## src/rtl/imem_loader_if.sv

```systemverilog
// Loader bus: UART byte strobe in, instruction RAM write port and CPU status out.
// The slave modport is the loader side; master is whoever drives bytes and watches the RAM port.
interface imem_loader_if;
  logic [7:0]  rx_data;
  logic        rx_valid;
  logic        wr_en;
  logic [30:0] wr_addr;
  logic [31:0] wr_data;
  logic        cpu_hold;
  logic        done;
  logic        err;

  modport master (
    output rx_data, rx_valid,
    input  wr_en, wr_addr, wr_data, cpu_hold, done, err
  );

  modport slave (
    input  rx_data, rx_valid,
    output wr_en, wr_addr, wr_data, cpu_hold, done, err
  );
endinterface

```

## src/rtl/imem_loader.sv

```systemverilog
// Boot loader: framed UART bytes -> 32-bit words written to instruction RAM, then zero-fill and CPU release.
// Write pulse lands one cycle after each word's 4th byte; no backpressure, bytes accepted every cycle.
module imem_loader #(
  parameter int          ROM_SIZE  = 128,
  parameter logic [30:0] BASE_ADDR = 31'h0,
  parameter int          TIMEOUT   = 1000000,
  parameter logic [7:0]  SYNC      = 8'hA5
) (
  input  logic         clk,
  input  logic         reset,
  imem_loader_if.slave bus
);
  localparam int IW = $clog2(ROM_SIZE + 1);
  localparam int TW = $clog2(TIMEOUT + 1);

  typedef enum logic [2:0] {
    S_IDLE, S_LEN_HI, S_LEN_LO, S_DATA, S_CHK, S_FILL, S_DONE, S_ERR
  } state_t;

  state_t        state_q, state_d, chk_next;
  logic [15:0]   len_q, len_d, len_rx;
  logic [IW-1:0] idx_q, idx_d;
  logic [17:0]   bcnt_q, bcnt_d;
  logic [7:0]    csum_q, csum_d;
  logic [23:0]   shift_q, shift_d;
  logic [TW-1:0] to_q, to_d;
  logic          wr_en_q, wr_en_d;
  logic [30:0]   wr_addr_q, wr_addr_d;
  logic [31:0]   wr_data_q, wr_data_d;
  logic          all_in, to_active;

  always_ff @(posedge clk or negedge reset) begin
    if (!reset) begin
      state_q   <= S_IDLE;
      len_q     <= '0;
      idx_q     <= '0;
      bcnt_q    <= '0;
      csum_q    <= '0;
      shift_q   <= '0;
      to_q      <= '0;
      wr_en_q   <= 1'b0;
      wr_addr_q <= BASE_ADDR;
      wr_data_q <= '0;
    end else begin
      state_q   <= state_d;
      len_q     <= len_d;
      idx_q     <= idx_d;
      bcnt_q    <= bcnt_d;
      csum_q    <= csum_d;
      shift_q   <= shift_d;
      to_q      <= to_d;
      wr_en_q   <= wr_en_d;
      wr_addr_q <= wr_addr_d;
      wr_data_q <= wr_data_d;
    end
  end

  always_comb begin
    state_d   = state_q;
    len_d     = len_q;
    idx_d     = idx_q;
    bcnt_d    = bcnt_q;
    csum_d    = csum_q;
    shift_d   = shift_q;
    to_d      = '0;
    wr_en_d   = 1'b0;
    wr_addr_d = wr_addr_q;
    wr_data_d = wr_data_q;
    len_rx    = {len_q[15:8], bus.rx_data};
    all_in    = (bcnt_q == {len_q, 2'b00});
    to_active = 1'b0;

    if (bus.rx_data != csum_q)       chk_next = S_ERR;
    else if (len_q == 16'(ROM_SIZE)) chk_next = S_DONE;
    else                             chk_next = S_FILL;

    case (state_q)
      S_IDLE, S_ERR: begin
        if (bus.rx_valid && bus.rx_data == SYNC) begin
          state_d = S_LEN_HI;
          csum_d  = '0;
          idx_d   = '0;
          bcnt_d  = '0;
        end
      end
      S_LEN_HI: begin
        if (bus.rx_valid) begin
          len_d   = {bus.rx_data, 8'h00};
          state_d = S_LEN_LO;
        end
      end
      S_LEN_LO: begin
        if (bus.rx_valid) begin
          len_d = len_rx;
          if (len_rx == 16'd0 || len_rx > 16'(ROM_SIZE)) state_d = S_ERR;
          else                                            state_d = S_DATA;
        end
      end
      S_DATA: begin
        if (wr_en_q) idx_d = idx_q + IW'(1);
        // all_in only holds in the last word's write cycle; a byte arriving then is already CHK
        if (all_in) begin
          state_d = bus.rx_valid ? chk_next : S_CHK;
        end else if (bus.rx_valid) begin
          shift_d = {shift_q[15:0], bus.rx_data};
          csum_d  = csum_q + bus.rx_data;
          bcnt_d  = bcnt_q + 18'd1;
          if (bcnt_q[1:0] == 2'd3) begin
            wr_en_d   = 1'b1;
            wr_addr_d = BASE_ADDR + 31'({idx_q, 2'b00});
            wr_data_d = {shift_q, bus.rx_data};
          end
        end
      end
      S_CHK: begin
        if (bus.rx_valid) state_d = chk_next;
      end
      S_FILL: begin
        // exit one cycle after the last fill write so done never overlaps a write
        if (idx_q == IW'(ROM_SIZE)) begin
          state_d = S_DONE;
        end else begin
          wr_en_d   = 1'b1;
          wr_addr_d = BASE_ADDR + 31'({idx_q, 2'b00});
          wr_data_d = '0;
          idx_d     = idx_q + IW'(1);
        end
      end
      S_DONE:  state_d = S_DONE;
      default: state_d = S_IDLE;
    endcase

    to_active = (state_q == S_LEN_HI) || (state_q == S_LEN_LO) ||
                (state_q == S_DATA)   || (state_q == S_CHK);
    if (to_active && !bus.rx_valid) begin
      if (to_q == TW'(TIMEOUT - 1)) state_d = S_ERR;
      else                          to_d    = to_q + TW'(1);
    end
  end

  assign bus.wr_en    = wr_en_q;
  assign bus.wr_addr  = wr_addr_q;
  assign bus.wr_data  = wr_data_q;
  assign bus.done     = (state_q == S_DONE);
  assign bus.cpu_hold = (state_q != S_DONE);
  assign bus.err      = (state_q == S_ERR);
endmodule
```

## src/flat_wrapper.sv

```systemverilog
// flat-port wrapper written by rule: the top's interface ports become plain ports
module imem_loader_flat 
#(
  parameter int          ROM_SIZE  = 128,
  parameter logic [30:0] BASE_ADDR = 31'h0,
  parameter int          TIMEOUT   = 1000000,
  parameter logic [7:0]  SYNC      = 8'hA5
)
  (clk, reset, bus_rx_data, bus_rx_valid, bus_wr_en, bus_wr_addr, bus_wr_data, bus_cpu_hold, bus_done, bus_err);
  imem_loader_if bus_i ();
  input  logic clk;
  input  logic reset;
  input wire logic [$bits(bus_i.rx_data)-1:0] bus_rx_data;
  input wire logic [$bits(bus_i.rx_valid)-1:0] bus_rx_valid;
  output wire logic [$bits(bus_i.wr_en)-1:0] bus_wr_en;
  output wire logic [$bits(bus_i.wr_addr)-1:0] bus_wr_addr;
  output wire logic [$bits(bus_i.wr_data)-1:0] bus_wr_data;
  output wire logic [$bits(bus_i.cpu_hold)-1:0] bus_cpu_hold;
  output wire logic [$bits(bus_i.done)-1:0] bus_done;
  output wire logic [$bits(bus_i.err)-1:0] bus_err;
  assign bus_i.rx_data = bus_rx_data;
  assign bus_i.rx_valid = bus_rx_valid;
  assign bus_wr_en = bus_i.wr_en;
  assign bus_wr_addr = bus_i.wr_addr;
  assign bus_wr_data = bus_i.wr_data;
  assign bus_cpu_hold = bus_i.cpu_hold;
  assign bus_done = bus_i.done;
  assign bus_err = bus_i.err;
  imem_loader #(.ROM_SIZE(ROM_SIZE), .BASE_ADDR(BASE_ADDR), .TIMEOUT(TIMEOUT), .SYNC(SYNC)) u_core (.clk(clk), .reset(reset), .bus(bus_i));
endmodule
```

## config.mk

```make
export PLATFORM = sky130hd
export DESIGN_NAME = imem_loader_flat
export DESIGN_NICKNAME = d
export VERILOG_FILES = /design/src/rtl/imem_loader_if.sv /design/src/rtl/imem_loader.sv /design/src/flat_wrapper.sv
export SDC_FILE = /design/constraint.sdc
export NUM_CORES = 1
export LEC_CHECK = 0
export BUFFER_PORTS_ARGS = -buffer_cell sky130_fd_sc_hd__buf_2
export CAP_MARGIN = 0
export CORE_MARGIN = 2
export CORE_UTILIZATION = 30
export DETAILED_ROUTE_END_ITERATION = 12
export HOLD_SLACK_MARGIN = 0.02
export PLACE_DENSITY_LB_ADDON = 0.25
export SLEW_MARGIN = 10
export SYNTH_ARGS = -nofsm -noshare
export SYNTH_HDL_FRONTEND = slang
export SYNTH_SLANG_ARGS = --single-unit
```

## constraint.sdc

```tcl
create_clock -name clk -period 2.6 [get_ports clk]
set_input_delay 0.52 -clock clk [delete_from_list [all_inputs] [get_ports clk]]
set_output_delay 0.52 -clock clk [all_outputs]
set_load 0.01 [all_outputs]
```

; After elaboration in Yosys (flattened, before gate mapping)
; Index checks and enable logic that the tools add are counted.
; Widths: inputs -> output; s select.
[totals]
input_bits = 11
out_inout_bits = 67
ff_bits = 161
[op_classes]
bitwise = 2
n_addsub = 4
n_lt_le_gt_ge = 1
mux = 44
reduce_logical = 20
n_eq_ne = 23
[op_table]
columns = operator, count
row1 = $mux 32, 4
row2 = $mux 31, 4
row3 = $pmux 32 s2, 1
row4 = $pmux 31 s2, 1
row5 = $mux 18, 3
row6 = $mux 8, 6
row7 = $mux 20, 2
row8 = $pmux 18 s2, 1
row9 = $pmux 16 s2, 1
row10 = $mux 3, 10
row11 = $pmux 8 s3, 1
row12 = $pmux 3 s7, 1
row13 = $add 20x1->20 const B, 1
row14 = $eq 20x20->1 const B, 1
row15 = $add 18x1->18 const B, 1
row16 = $eq 18x18->1, 1
row17 = $eq 16x8->1 const B, 1
row18 = $eq 8x8->1 const B, 2
row19 = $gt 16x8->1 const B, 1
row20 = $logic_not 16->1, 1
row21 = $mux 16, 1
row22 = $pmux 8 s2, 1
row23 = $eq 3x3->1 const B, 4
row24 = $ne 2x2->1 const B, 5
row25 = other kinds (22), 39

; Depth between registers and ports, before layout
[logic_depth]
word_depth = 8
depth_mapped = 10
ltp_nobuf = 8

; Worst setup path before layout
; Ideal clock, no wire load.
[synth_path]
path_kind = reg-to-reg
startpoint = register u_core.bcnt_q[2]
endpoint = register u_core.wr_addr_q[2], in the netlist u_core.bus.wr_addr[2]
arrival_time_ps = 2107
period_less_slack_ps = 2231
path_stages_with_launch = 9
n_path_buf = 2
slack_ps = 369
cell_sequence = dfrtp_1 > buf_2 > xnor2_1 > nand4_1 > nor4_4 > a2111oi_2 > buf_4 > a31oi_4 > mux2_2
[synth_between]
elab_chain_len = 3
[synth_lines]
columns = element, line
row1 = from (decl), imem_loader.sv:23  ; logic [17:0] bcnt_q, bcnt_d;
row2 = from (signal assigned), imem_loader.sv:48  ; bcnt_q <= bcnt_d;
row3 = $eq 18x18->1, imem_loader.sv:70  ; all_in = (bcnt_q == {len_q, 2'b00});
row4 = $ne 2x2->1 (no source line), n/a
row5 = $reduce_and 5->1 (no source line), n/a
row6 = to (signal assigned), imem_loader.sv:53  ; wr_addr_q <= wr_addr_d;
row7 = to (decl), imem_loader.sv:28  ; logic [30:0] wr_addr_q, wr_addr_d;
; No other way between the ends.
; A chain may end at the register's enable or synchronous reset.

; Worst setup path after layout
[layout_path]
startpoint = register u_core.bcnt_q[3]
endpoint = register u_core.bcnt_q[8]
[layout_between]
elab_chain_len = 4
[layout_lines]
columns = element, line
row1 = $add 18x1->18, imem_loader.sv:107  ; bcnt_d = bcnt_q + 18'd1;
row2 = $mux 18, imem_loader.sv:104  ; end else if (bus.rx_valid) begin
row3 = $mux 18, imem_loader.sv:102  ; if (all_in) begin
row4 = $pmux 18 s2, imem_loader.sv:77  ; case (state_q)
; Parallel ways exist; a longest one is shown, timed or not. The select of a mux whose other input is x is not followed.

==> summary.txt <==
Global route
  – First-pass GRT wire length: 28,000 microns
  – Largest net degree at the start of global routing: 66
  – Total GRT Usage: 14.9%
  – Grt ovf: 0
  – Vias in the first global route: 5,097
  – Initial antenna violation count: 0

Die
  – Core region area: 22,500 sq um
  – Row cnt: 55
  – Die Ht: 155 microns
  – IO Pins: 78
  – Die area: 24,000 sq um
  – Initial Util: 30.4%
  – Die width: 155 microns

Pwr
  – Worst VDD drop: 0.460 mV
  – Leak pwr: between 3 and 4 nW
  – Pwr dens: 1030 nW/um^2

Synth
  – Post-Synthesis Cells: 734
  – Largest area contributor in the netlist: dfrtp_1
  – Synth area leaders: dfrtp_1 (50%), nand2_1 (10%), xnor2_1 (4.1%), o21ai_0 (3.7%), buf_4 (2.7%)
  – Yosys Warn Count: 0
  – Distinct cells, synth: 55
  – Synthesized cell area: ~7000 sq um
  – Main synth FF type: dfrtp_1
  – Post-synth top area share: 50.4%
  – Avg Cell Area, Syn: 9.33 sq um
  – EDFF count, synth: 0
  – #FFs+latches synth: 138
  – Synth async-reset ratio: 100%
  – Register area share after synthesis: 50.4%

Clock tree
  – CTS root buffer: clkbuf_16
  – Bufs on Longest Clock Path: 2
  – CTS Hold Bufs: 0
  – CTS tree: built
  – CTS Buf Count: 17
  – Clock Latency Late Sink: roughly 0.42 ns
  – CTS clk-pin slew, worst paths: about 0.060 ns
  – Post-CTS Setup Repair Bufs: 0
  – CTS resizes: 0
  – Sink Count: around 140
  – CTS HTree Levels: 4

Timing
  – Slew margin rel.: 58.5%
  – Fmax: 0.435 GHz
  – Hold Violations, Final: 0
  – Worst Tran Pin Value: 0.620 ns
  – Worst hold margin: 0.0694 ns
  – Setup TNS: 0 ns
  – Final Setup Violations: 0
  – Tcrit/Tclk final: about 90%
  – Setup Skew: 0.00652 ns
  – Crit path time final: 2.30 ns
  – RSZ-0062 raised after global routing: no
  – Slew Viols, Final: 0

Layout
  – Post-route cell area: 8140 sq um
  – Synthesis-to-finish area growth: 18.9%
  – Util after Layout: 36.2%
  – Fillers: about 2,300
  – Diode count: 0
  – Layout cells sized above 1: 17.0%
  – Final nets: 825
  – Non-filler instance count after layout: 1,099

Min path
  – HP Class: primary input to async pin

Status
  – Status: finished clean

Setup path
  – R2R setup slack: 0.30 ns
  – Worst Path Arrival: approximately 2.6 ns
  – Crit path capture type: register
  – CP Max Fanout: 25
  – CP startpoint: u_core.bcnt_q[3]
  – Critical Path RT: between 2 and 3 ns
  – Startpoint Class: register
  – Worst r2r src: u_core.bcnt_q[3]
  – CP Class: register to register

Routing
  – Vias/cell: 4.80
  – Routed wire length: 17,200 microns
  – Post-DR wirelength/cell: 15.7 microns
  – Drc violations: 0
  – DR vias: approximately 5,300
  – Antenna Violating Nets Remaining: 0
  – Initial DRC Count: 314
  – 1st-pass router iterations: 4

Placed design
  – Placed instance area: 7520 sq um
  – Placed insts: 1,067
  – Port Buf Inserts: 54
  – Dpl hpwl: 11,600 microns
  – Gpl congestion: 0.836

Job
  – Maxcap violations: 0
[routing by layer]
| layer | share of wire, % | GRT usage, % | vias to the layer above |
|---|---|---|---|
| li1 | - | - | 2603 |
| met1 | 49 | 21.7 | 2563 |
| met2 | 46 | 22.3 | 97 |
| met3 | 4.1 | 3.93 | 11 |
| met4 | 1.0 | 3.44 | 0 |
| met5 | 0 | 0 | - |
[cell families (layout without fill, tap and decap cells)]
kind of cell               Yosys count  in the layout  synth area share [%]
muxes                               17             17                  2.78
buffers and inverters               70            128                  5.43
AOI/OAI and AO/OA                  114            114                  10.7
adders and majority gates           13             13                  2.49
other                                1             23                0.0548
xor gates and xnor gates            44             44                  5.63
and+or+nand+nor                    337            337                  22.5
DFF                                138            138                  50.4
[through the flow]
step	setup WS [ns]	total power [mW]
after CTS	0.300	8.50
after floorplan	0.369	4.95
after detailed placement	0.254	5.92
after global placement	0.266	5.89
final	0.304	8.40
after global routing	0.147	8.99
[layout make-up]
| class | instances | area [sq um] | share of cell area, % |
|---|---|---|---|
| Timing Repair Buffer | 81 | 529 | 6.50 |
| Inverter | 15 | 56.3 | 0.692 |
| Multi-Input combinational cell | 548 | 3130 | 38.4 |
| Clock inverter | 10 | 140 | 1.72 |
| Tap cell | 285 | 357 | 4.38 |
| Clock buffer | 22 | 474 | 5.83 |
| Sequential cell | 138 | 3450 | 42.4 |
[worst paths after layout]
kind	depth (start not counted)	end
max	8	u_core.bcnt_q[8]
min	1	u_core.bus.wr_data[12]
max reg2reg	8	u_core.bcnt_q[8]
min reg2reg	2	u_core.shift_q[22]
max in group asynchronous	2	u_core.len_q[2]
min in group clk	3	u_core.bus.wr_data[3]
[where the power goes]
group | switching [mW] | total (mW) | internal, mW
registers | 0.553 | 3.34 | 2.79
logic | 1.45 | 2.53 | 1.07
clock network | 0.948 | 2.53 | 1.59
total | 2.95 | 8.40 | 5.45
[cell usage in the layout, fill, tap and decap left out, types with 2 or more instances in the layout]
master and instances:
or3_1 3, nor3_1 10, conb_1 23, clkinv_2 2
xor2_1 12, o31ai_1 8, clkbuf_8 3, a31o_2 2
nor4b_1 2, dfrtp_1 138, a21oi_1 19, bufinv_16 3
buf_12 4, clkbuf_1 2, nand3_1 30, nand3b_1 4
a31oi_1 4, and3_1 7, nor2_1 50, nor4_1 4
clkinvlp_4 3, buf_4 23, a22o_1 8, clkbuf_16 17
and4_1 3, inv_1 15, nand2b_1 2, nand4_1 15
ha_1 12, buf_2 53, nor2b_1 2, mux2_2 16
o21ai_0 51, or4_1 12, nand2_1 182, xnor2_1 32
o211ai_1 7, and2_1 3
[worst max-delay path: stages (launching register included)]
cell	delay, ns
dfrtp_1	0.46
xnor2_1	0.16
nand4_1	0.12
nor4_4	0.08
buf_4	0.16
a211o_1	0.34
buf_4	0.23
or4_1	0.51
a21oi_1	0.15
[Yosys cell counts, drive strengths merged, types with 15 or more instances]
cell / count
a21oi: 19
buf: 37
clkbuf: 18
dfrtp: 138
inv: 15
mux2: 16
nand2: 182
nand3: 30
nand4: 15
nor2: 50
o21ai: 51
xnor2: 32
[flip-flops by register name, summed over array words and instances (netlist names)]
name	flops
u_core.len_q	16
u_core.csum_q	8
u_core.state_q	3
u_core.shift_q	24
u_core.to_q	20
u_core.bus.wr_data	32
u_core.bus.wr_addr	8
u_core.bus.wr_en	1
u_core.idx_q	8
u_core.bcnt_q	18
Power figures use the tool's default switching activity.
